--- config.mk ---
export PLATFORM = sky130hd
export DESIGN_NAME = set_code_flat
export DESIGN_NICKNAME = d
export VERILOG_FILES = /design/src/rtl/set_code_if.sv /design/src/rtl/set_code.sv /design/src/flat_wrapper.sv
export SDC_FILE = /design/constraint.sdc
export NUM_CORES = 1
export LEC_CHECK = 0
export CAP_MARGIN = 40
export CORE_MARGIN = 2
export CORE_UTILIZATION = 55
export DETAILED_ROUTE_END_ITERATION = 10
export GPL_TIMING_DRIVEN = 0
export PLACE_DENSITY = 0.83
export RECOVER_POWER = 25
export SYNTH_ARGS = -nofsm -noshare
export SYNTH_HDL_FRONTEND = slang
export SYNTH_SLANG_ARGS = --single-unit
--- constraint.sdc ---
create_clock -name CLK -period 5.3 [get_ports CLK]
set_clock_uncertainty 0.1 [all_clocks]
set_input_delay 1.06 -clock CLK [delete_from_list [all_inputs] [get_ports CLK]]
set_output_delay 1.06 -clock CLK [all_outputs]
set_load 0.005 [all_outputs]
--- src/rtl/set_code_if.sv ---
// Keypad / code-status bundle for the set_code block.
// master drives the keypad side, slave is the set_code block itself.
interface set_code_if;
  logic        GO;
  logic [3:0]  BUTTON;
  logic        BPRESS;
  logic [3:0]  ENTER_BUTTON;
  logic [23:0] CODE;
  logic [2:0]  LENGTH;
  logic        BUSY;
  logic        DONE;
  logic        SUCCESS;

  modport master (
    output GO, BUTTON, BPRESS, ENTER_BUTTON,
    input  CODE, LENGTH, BUSY, DONE, SUCCESS
  );

  modport slave (
    input  GO, BUTTON, BPRESS, ENTER_BUTTON,
    output CODE, LENGTH, BUSY, DONE, SUCCESS
  );
endinterface

--- src/rtl/set_code.sv ---
// Code-programming session: enter a 1..6 digit code, confirm it by re-entry,
// then commit it to CODE/LENGTH. Any entry/confirm error ends in FAIL.
module set_code #(
  parameter logic [23:0] DEFAULT_CODE   = 24'h004321,
  parameter logic [2:0]  DEFAULT_LENGTH = 3'd4
) (
  input logic        CLK,
  input logic        RST,
  set_code_if.slave  bus
);

  typedef enum logic [2:0] {
    S_IDLE,
    S_BUFFER,
    S_ENTRY,
    S_OVERFLOW,
    S_CONFIRM,
    S_COMMIT,
    S_FAIL
  } state_t;

  state_t      r_state;
  state_t      w_state_next;
  logic [23:0] r_shadow;
  logic [23:0] w_shadow_next;
  logic [2:0]  r_index;
  logic [2:0]  w_index_next;
  logic        r_mismatch;
  logic        w_mismatch_next;
  logic [2:0]  r_plen;
  logic [2:0]  w_plen_next;
  logic [23:0] r_code;
  logic [2:0]  r_length;
  logic        w_commit;

  logic        w_enter;
  logic        w_digit;
  logic [4:0]  w_shamt;
  logic [3:0]  w_cur_nibble;
  logic [23:0] w_keep_mask;

  assign w_enter = bus.BPRESS && (bus.BUTTON == bus.ENTER_BUTTON);
  assign w_digit = bus.BPRESS && (bus.BUTTON != bus.ENTER_BUTTON);
  assign w_shamt = {r_index, 2'b00};
  // Index 6/7 shifts the nibble out entirely; those cases already flag a mismatch.
  assign w_cur_nibble = 4'(r_shadow >> w_shamt);

  generate
    for (genvar gi = 0; gi < 6; gi++) begin : g_mask
      assign w_keep_mask[4*gi +: 4] = (3'(gi) < r_plen) ? 4'hF : 4'h0;
    end
  endgenerate

  always_ff @(posedge CLK) begin
    if (RST) begin
      r_state <= S_IDLE;
    end else begin
      r_state <= w_state_next;
    end
  end

  always_comb begin
    w_state_next    = r_state;
    w_shadow_next   = r_shadow;
    w_index_next    = r_index;
    w_mismatch_next = r_mismatch;
    w_plen_next     = r_plen;
    w_commit        = 1'b0;
    case (r_state)
      S_IDLE: begin
        if (bus.GO) begin
          w_state_next = S_BUFFER;
        end
      end
      S_BUFFER: begin
        w_shadow_next   = '0;
        w_index_next    = '0;
        w_mismatch_next = 1'b0;
        w_state_next    = S_ENTRY;
      end
      S_ENTRY: begin
        if (w_enter) begin
          if (r_index == 3'd0) begin
            w_state_next = S_FAIL;
          end else begin
            w_plen_next  = r_index;
            w_index_next = '0;
            w_state_next = S_CONFIRM;
          end
        end else if (w_digit) begin
          if (r_index < 3'd6) begin
            w_shadow_next = (r_shadow & ~(24'hF << w_shamt)) | (24'(bus.BUTTON) << w_shamt);
            w_index_next  = r_index + 3'd1;
          end else begin
            w_state_next = S_OVERFLOW;
          end
        end
      end
      S_OVERFLOW: begin
        if (w_enter) begin
          w_state_next = S_FAIL;
        end
      end
      S_CONFIRM: begin
        if (w_enter) begin
          if (!r_mismatch && (r_index == r_plen)) begin
            w_commit     = 1'b1;
            w_state_next = S_COMMIT;
          end else begin
            w_state_next = S_FAIL;
          end
        end else if (w_digit) begin
          if ((r_index >= r_plen) || (bus.BUTTON != w_cur_nibble)) begin
            w_mismatch_next = 1'b1;
          end
          if (r_index != 3'd7) begin
            w_index_next = r_index + 3'd1;
          end
        end
      end
      S_COMMIT: w_state_next = S_IDLE;
      S_FAIL:   w_state_next = S_IDLE;
      default:  w_state_next = S_IDLE;
    endcase
  end

  always_ff @(posedge CLK) begin
    if (RST) begin
      r_shadow   <= '0;
      r_index    <= '0;
      r_mismatch <= 1'b0;
      r_plen     <= '0;
      r_code     <= DEFAULT_CODE;
      r_length   <= DEFAULT_LENGTH;
    end else begin
      r_shadow   <= w_shadow_next;
      r_index    <= w_index_next;
      r_mismatch <= w_mismatch_next;
      r_plen     <= w_plen_next;
      if (w_commit) begin
        r_code   <= r_shadow & w_keep_mask;
        r_length <= r_plen;
      end
    end
  end

  assign bus.CODE    = r_code;
  assign bus.LENGTH  = r_length;
  assign bus.BUSY    = (r_state != S_IDLE);
  assign bus.DONE    = (r_state == S_COMMIT) || (r_state == S_FAIL);
  assign bus.SUCCESS = (r_state == S_COMMIT);

endmodule
--- src/flat_wrapper.sv ---
// flat-port wrapper written by rule: the top's interface ports become plain ports
module set_code_flat 
#(
  parameter logic [23:0] DEFAULT_CODE   = 24'h004321,
  parameter logic [2:0]  DEFAULT_LENGTH = 3'd4
)
  (CLK, RST, bus_GO, bus_BUTTON, bus_BPRESS, bus_ENTER_BUTTON, bus_CODE, bus_LENGTH, bus_BUSY, bus_DONE, bus_SUCCESS);
  set_code_if bus_i ();
  input logic CLK;
  input logic RST;
  input wire logic [$bits(bus_i.GO)-1:0] bus_GO;
  input wire logic [$bits(bus_i.BUTTON)-1:0] bus_BUTTON;
  input wire logic [$bits(bus_i.BPRESS)-1:0] bus_BPRESS;
  input wire logic [$bits(bus_i.ENTER_BUTTON)-1:0] bus_ENTER_BUTTON;
  output wire logic [$bits(bus_i.CODE)-1:0] bus_CODE;
  output wire logic [$bits(bus_i.LENGTH)-1:0] bus_LENGTH;
  output wire logic [$bits(bus_i.BUSY)-1:0] bus_BUSY;
  output wire logic [$bits(bus_i.DONE)-1:0] bus_DONE;
  output wire logic [$bits(bus_i.SUCCESS)-1:0] bus_SUCCESS;
  assign bus_i.GO = bus_GO;
  assign bus_i.BUTTON = bus_BUTTON;
  assign bus_i.BPRESS = bus_BPRESS;
  assign bus_i.ENTER_BUTTON = bus_ENTER_BUTTON;
  assign bus_CODE = bus_i.CODE;
  assign bus_LENGTH = bus_i.LENGTH;
  assign bus_BUSY = bus_i.BUSY;
  assign bus_DONE = bus_i.DONE;
  assign bus_SUCCESS = bus_i.SUCCESS;
  set_code #(.DEFAULT_CODE(DEFAULT_CODE), .DEFAULT_LENGTH(DEFAULT_LENGTH)) u_core (.CLK(CLK), .RST(RST), .bus(bus_i));
endmodule
After elaboration in Yosys (flattened, before gate mapping)
Cells that the tools add are included.
{ "word_totals": {"regBits": 61, "in_bits": 12, "word_cells": 100} }
{ "op_classes": {"n_addsub": 1, "order_cmp": 8, "n_eq_ne": 25, "shift": 3, "muxes": 34, "bitwise": 5, "reduce_logical": 17} }
{ "op_table": {"columns": ["cell", "n"], "rows": [
  ["$mux W24", 3],
  ["$and A24 B24 Y24", 2],
  ["$pmux W24 S2", 1],
  ["$mux W3", 13],
  ["$mux W4", 6],
  ["$not A24 Y24", 1],
  ["$or A24 B24 Y24", 1],
  ["$shl A4 B5 Y24", 1],
  ["$shl A4 B5 Y24 const A", 1],
  ["$shr A24 B5 Y4", 1],
  ["$pmux W3 S5", 1],
  ["$ne A2 B1 Y1 const B", 7],
  ["$eq A3 B3 Y1 const B", 3],
  ["$pmux W3 S3", 1],
  ["$ne A4 B4 Y1", 2],
  ["$reduce_and A4 Y1", 2],
  ["$reduce_and A7 Y1", 1],
  ["$eq A3 B2 Y1 const B", 2],
  ["$logic_not A3 Y1", 2],
  ["$lt A1 B3 Y1 const A", 2],
  ["$lt A2 B3 Y1 const A", 2],
  ["$lt A3 B3 Y1 const A", 2],
  ["$mux W1", 6],
  ["$ne A2 B2 Y1 const B", 3],
  ["other kinds (19)", 27]
]} }

Depth between registers and ports, before layout
{ "logic_depth": {"word_depth": 8, "depth_mapped": 10, "depth_no_buf": 7} }

Least setup slack after synthesis
OpenSTA, ideal clock, no wires.
{ "synth_timing": {"path_kind": "input port to flip-flop", "start": "input port bus_BUTTON[2]", "end": "register u_core.r_shadow[5]", "setup_ns": 0.117, "arrival_time_ns": 2.274, "slack_ns": 2.808, "path_stages": 8, "cell_sequence": "buf_6 -> xnor2_2 -> and4_4 -> buf_8 -> buf_6 -> nor3_2 -> nand2_1 -> a32o_1"} }
{ "synth_via": {"elab_chain_cells": 4, "word_cells_on_any_way": 7} }
{ "synth_rtl": {"columns": ["item", "line_no", "rtl"], "rows": [
  ["from (decl)", "flat_wrapper.sv:12", "input wire logic [$bits(bus_i.BUTTON)-1:0] bus_BUTTON;"],
  ["$eq A4 B4 Y1 or $ne A4 B4 Y1 (tied branches)", "set_code.sv:42, set_code.sv:43", null],
  ["$logic_and A1 B1 Y1, on equally long branches", "set_code.sv:42, set_code.sv:43", null],
  ["$ne A2 B2 Y1 (no source line) or $ne A2 B1 Y1 (tied branches)", null, null],
  ["$reduce_and A4 Y1 (no source line) (*)", null, null],
  ["to (signal assigned)", "set_code.sv:136", "r_shadow <= w_shadow_next;"],
  ["to (decl)", "set_code.sv:24", "logic [23:0] r_shadow;"]
]} }
Every way passes the cells marked *; elsewhere a longest branch is shown, timed or not.
A chain may end at the register's enable or synchronous reset.

Final worst setup path
{ "layout_timing": {"start": "register u_core.r_state[0]", "end": "output port bus_DONE"} }
{ "layout_via": {"elab_chain_cells": 2, "word_cells_on_any_way": 3} }
{ "layout_rtl": {"columns": ["item", "line_no", "rtl"], "rows": [
  ["from (decl)", "set_code.sv:22", "state_t r_state;"],
  ["from (signal assigned)", "set_code.sv:58", "r_state <= w_state_next;"],
  ["$eq A3 B3 Y1", "set_code.sv:150", "assign bus.DONE = (r_state == S_COMMIT) || (r_state == S_FAIL);"],
  ["$logic_or A1 B1 Y1 (*)", "set_code.sv:150", null],
  ["to (decl)", "flat_wrapper.sv:18", "output wire logic [$bits(bus_i.DONE)-1:0] bus_DONE;"]
]} }
Marks and branches as above.

==> results by group <==
Drt
  – Detailed-route via count: 2,763
  – Routed vias/inst: 6.18
  – DRT Wirelength: 7.85 mm
  – DRC violations left: 0
  – Routed wirelength normalized by instance count: 17.6 microns
  – Starting DRT DRC Count: 314
  – Detailed Routing Iterations Pass 1: 5
  – Number of nets with antenna violations after detailed routing: 0

Floorplanning
  – Effective utilization at floorplan: 0.564
  – Height of the chip: 78.9 microns
  – Die boundary width: 78.9 microns
  – Count of boundary I/O pins: 42
  – Core Area: 5470 sq um
  – Die area: 6220 sq um
  – Row Count: 27

Layout
  – Inserted Diodes: 0
  – Final Net Count: 392
  – Total non-filler cell area in the finished layout: 3740 sq um
  – Final std cells w/o fill: 447
  – Area of combinational cells with multiple inputs: 1630 sq um
  – Fraction of layout cells with a size suffix above 1: 0.139
  – Area growth from synthesis to layout: 21.3%
  – Sequential cell area: 1220 sq um
  – Layout filler cell count: 453

Place
  – Pre-CTS WS: 2.30 ns
  – I/O Buffers: 36
  – Gpl congestion: 0.994
  – Detail Placement HPWL: 5.78 mm
  – Area after DPL: 3530 sq um
  – Number of placed instances with taps included: 432

Hold path
  – Hold wc startpoint: u_core.bus.CODE[10]
  – Hold/Removal Path Class: register to register

Logic synthesis
  – Synth Area per Inst: 9.52 sq um
  – Compound-gate portion of the synthesized area: 0.213
  – Adder-cell share of the synthesized area: 0.0365
  – Sequential share of the synthesized area: 0.396
  – Number of enable flip-flop cells after synthesis: 0
  – Number of distinct library cells after synthesis: 56
  – Mapped Nets: 345
  – Synthesized instance count: 324
  – Post-synthesis xor/xnor area fraction: 0.0353
  – Yosys warning total: 0
  – Simple-gate area share of the yosys netlist: 0.189
  – Number of synthesized register bits: 61
  – Netlist area before placement: 3080 sq um
  – Largest family of logic cells by synthesized area: compound AO/OA/AOI/OAI gates
  – Mux share of post-synthesis cell area: 0.0552
  – Proportion of synthesized flip-flops having asynchronous set or reset: 0
  – Most used flip-flop cell after synthesis: sky130_fd_sc_hd__dfxtp_1

STA
  – Fmax achieved: 0.326 GHz
  – Max-slew headroom: 0.600
  – Crit path time final: 3.07 ns
  – Final hold violation count: 0
  – Least-Margin Pin Slew: 0.597 ns
  – Worst-case setup margin in the final layout: 2.23 ns
  – Count of final max-slew check failures: 0
  – Final total negative setup slack: 0 ns
  – RSZ-0062 raised after global routing: no
  – Number of setup violations in the final report: 0
  – Post-route fraction of the period consumed by the critical path: 0.578

Global route
  – GRT Residual Overflow: 0
  – Wire length of the first global-routing pass: 12.6 mm
  – Tot GR Track Use: 0.264
  – Via count of the first global-routing pass: 2,547
  – Number of antenna violations at the first check in global routing: 0
  – Largest net degree at the start of global routing: 11

Clock network
  – Clock Sink Count: 61
  – Inserted Clock Buffers: 9
  – CTS root buf: sky130_fd_sc_hd__clkbuf_8
  – Clock H-tree levels: 3
  – Clock Tree Buf Depth: 2
  – Number of buffers added for setup after CTS: 0
  – Resized cells post-CTS: 0
  – TritonCTS clock tree: done
  – Clock latency at the later pin of the worst-skew pair: 0.34 ns
  – Cts-stage hold buffer count: 0
  – Reg clk slew, reported paths: 0.06 ns

Run status
  – Result of the run: finished, final reports clean

Power and ir drop
  – Sequential share of power: 0.438
  – Power share of the clock group: 0.422
  – Net Sw Power: 278 uW
  – Leakage: 0.00142 uW
  – Total power divided by cell area: 288 nW/um^2
  – Switching Fraction: 0.259
  – Comb power frac: 0.140
  – Internal Dissipation: 797 uW
  – Worst vdd ir: 0.190 mV

Setup path
  – Critical path launch point type: register
  – Origin of the worst setup path: u_core.r_state[0]
  – Critical path data arrival time: 1.91 ns
  – Critical R2R Launch: u_core.r_index[0]
  – Worst Path Class, Setup: register to output pin
  – Cell depth of the worst flop-to-flop path: 10
  – CP Capture Point: bus_DONE
  – Worst reg2reg path endpoint: u_core.bus.CODE[22]
  – Slowest library cell on the worst path: sky130_fd_sc_hd__clkdlybuf4s50_1
  – Critical path's top delay family: buffers and inverters
  – CP Cell Sequence: clkbuf_1 > xor2_1 > and2_1 > clkdlybuf4s50_1
  – Critical Path Sink Type: output pin
  – Maximum net fanout on the critical path: 10
  – Worst setup slack for register-to-register paths: 2.85 ns
  – Worst Path Buf+Inv: 2
  – Required arrival time at the worst endpoint: 4.14 ns
  – Largest stage delay, worst path: 0.49 ns
  – Path length in cells of the critical path: 4

Flow run
  – Max-cap viol count: 0
[through the flow]
| step | hold WS (ns) | util | total power (uW) |
|---|---|---|---|
| 2_1_floorplan | 0.348 | - | 586 |
| 6_report | 0.346 | 0.684 | 1080 |
| 3_3_place_gp | 0.340 | 0.646 | 625 |
| 3_5_place_dp | 0.343 | 0.646 | 628 |
| 5_1_grt | 0.360 | 0.684 | 1110 |
| 4_1_cts | 0.351 | 0.685 | 1070 |
[worst min-delay path by stage]
stage | slack [ns] | cells past startpoint | end
2_1_floorplan | 0.35 | 2 | u_core.bus.CODE[16]
3_3_place_gp | 0.34 | 2 | u_core.bus.CODE[1]
3_5_place_dp | 0.34 | 2 | u_core.bus.CODE[10]
4_1_cts | 0.35 | 2 | u_core.bus.CODE[19]
5_1_grt | 0.36 | 2 | u_core.bus.CODE[10]
6_report | 0.35 | 2 | u_core.bus.CODE[10]
[area by class of cell]
type,count,share of cell area
Timing Repair Buffer,36,0.0963
Multi-Input combinational cell,226,0.434
Tap cell,72,0.0241
Buffer,25,0.0495
Sequential cell,61,0.326
Inverter,12,0.0120
Clock buffer,11,0.0378
Clock inverter,4,0.0194
[cell usage in the layout, fill, tap and decap left out, types with 10 or more instances in the layout]
cell type / n
sky130_fd_sc_hd__nand2_1: 37
sky130_fd_sc_hd__a21oi_1: 31
sky130_fd_sc_hd__inv_1: 11
sky130_fd_sc_hd__dlygate4sd3_1: 21
sky130_fd_sc_hd__nand3_1: 13
sky130_fd_sc_hd__dfxtp_1: 61
sky130_fd_sc_hd__clkbuf_8: 10
sky130_fd_sc_hd__a32o_1: 17
sky130_fd_sc_hd__nor2_1: 16
sky130_fd_sc_hd__clkdlybuf4s50_1: 15
[sequential cells by signal (all words and copies together) (netlist names)]
register	cells
u_core.r_mismatch	1
u_core.r_plen	3
u_core.bus.LENGTH	3
u_core.r_state	3
u_core.r_index	3
u_core.r_shadow	24
u_core.bus.CODE	24
[power groups by stage]
stage	clock network, uW	registers [uW]	logic [uW]
3_5_place_dp	0	481	147
4_1_cts	455	470	148
3_3_place_gp	0	480	144
5_1_grt	474	471	163
2_1_floorplan	0	479	107
6_report	454	471	151
[layer usage]
layer	wire length, microns	track usage	vias to the layer above
met1	3410	0.349	1309
met5	0	0	-
met4	135	0.0793	0
met2	3720	0.438	140
met3	586	0.0545	23
li1	-	-	1291
[cells in the mapped netlist (2+ instances only)]
cell	instances	share of area
sky130_fd_sc_hd__a32o_1	17	0.055
sky130_fd_sc_hd__xnor2_1	2	0.0057
sky130_fd_sc_hd__nand3_1	13	0.021
sky130_fd_sc_hd__buf_2	7	0.011
sky130_fd_sc_hd__nor4_4	3	0.021
sky130_fd_sc_hd__nor2b_1	3	0.0061
sky130_fd_sc_hd__buf_6	8	0.029
sky130_fd_sc_hd__mux4_2	2	0.015
sky130_fd_sc_hd__a21boi_0	2	0.0049
sky130_fd_sc_hd__nand2_1	37	0.045
sky130_fd_sc_hd__o211ai_1	6	0.015
sky130_fd_sc_hd__inv_1	11	0.013
sky130_fd_sc_hd__nand3b_1	8	0.019
sky130_fd_sc_hd__xor2_1	3	0.0085
sky130_fd_sc_hd__nor2_1	16	0.019
sky130_fd_sc_hd__o21ai_0	8	0.013
sky130_fd_sc_hd__nand4b_1	2	0.0057
sky130_fd_sc_hd__a22o_1	9	0.026
sky130_fd_sc_hd__buf_4	3	0.0073
sky130_fd_sc_hd__dfxtp_1	61	0.40
sky130_fd_sc_hd__mux2i_1	5	0.016
sky130_fd_sc_hd__mux2_2	3	0.011
sky130_fd_sc_hd__and2_1	4	0.0081
sky130_fd_sc_hd__nor3_1	5	0.0081
sky130_fd_sc_hd__clkbuf_1	6	0.0073
sky130_fd_sc_hd__xnor2_2	4	0.021
sky130_fd_sc_hd__ha_1	9	0.037
sky130_fd_sc_hd__a21oi_1	31	0.050
sky130_fd_sc_hd__nand4_1	7	0.014
sky130_fd_sc_hd__a31oi_1	3	0.0061
[logic make-up after synthesis]
family	after synthesis
simple gates	106
compound gates	90
xor+xnor	9
mux	12
buf+inv	37
flops	61
fa+ha+maj	9
[worst reg2reg max path, delay by kind of cell, from the launching register on]
kind,cells,cell delay (ns)
AND/OR/NAND/NOR,4,0.72
AO/OA/AOI/OAI,1,0.17
adder cells (fa/ha/maj),1,0.31
flip-flops,1,0.48
buffers and inverters,4,0.61
Power figures use the tool's default switching activity.
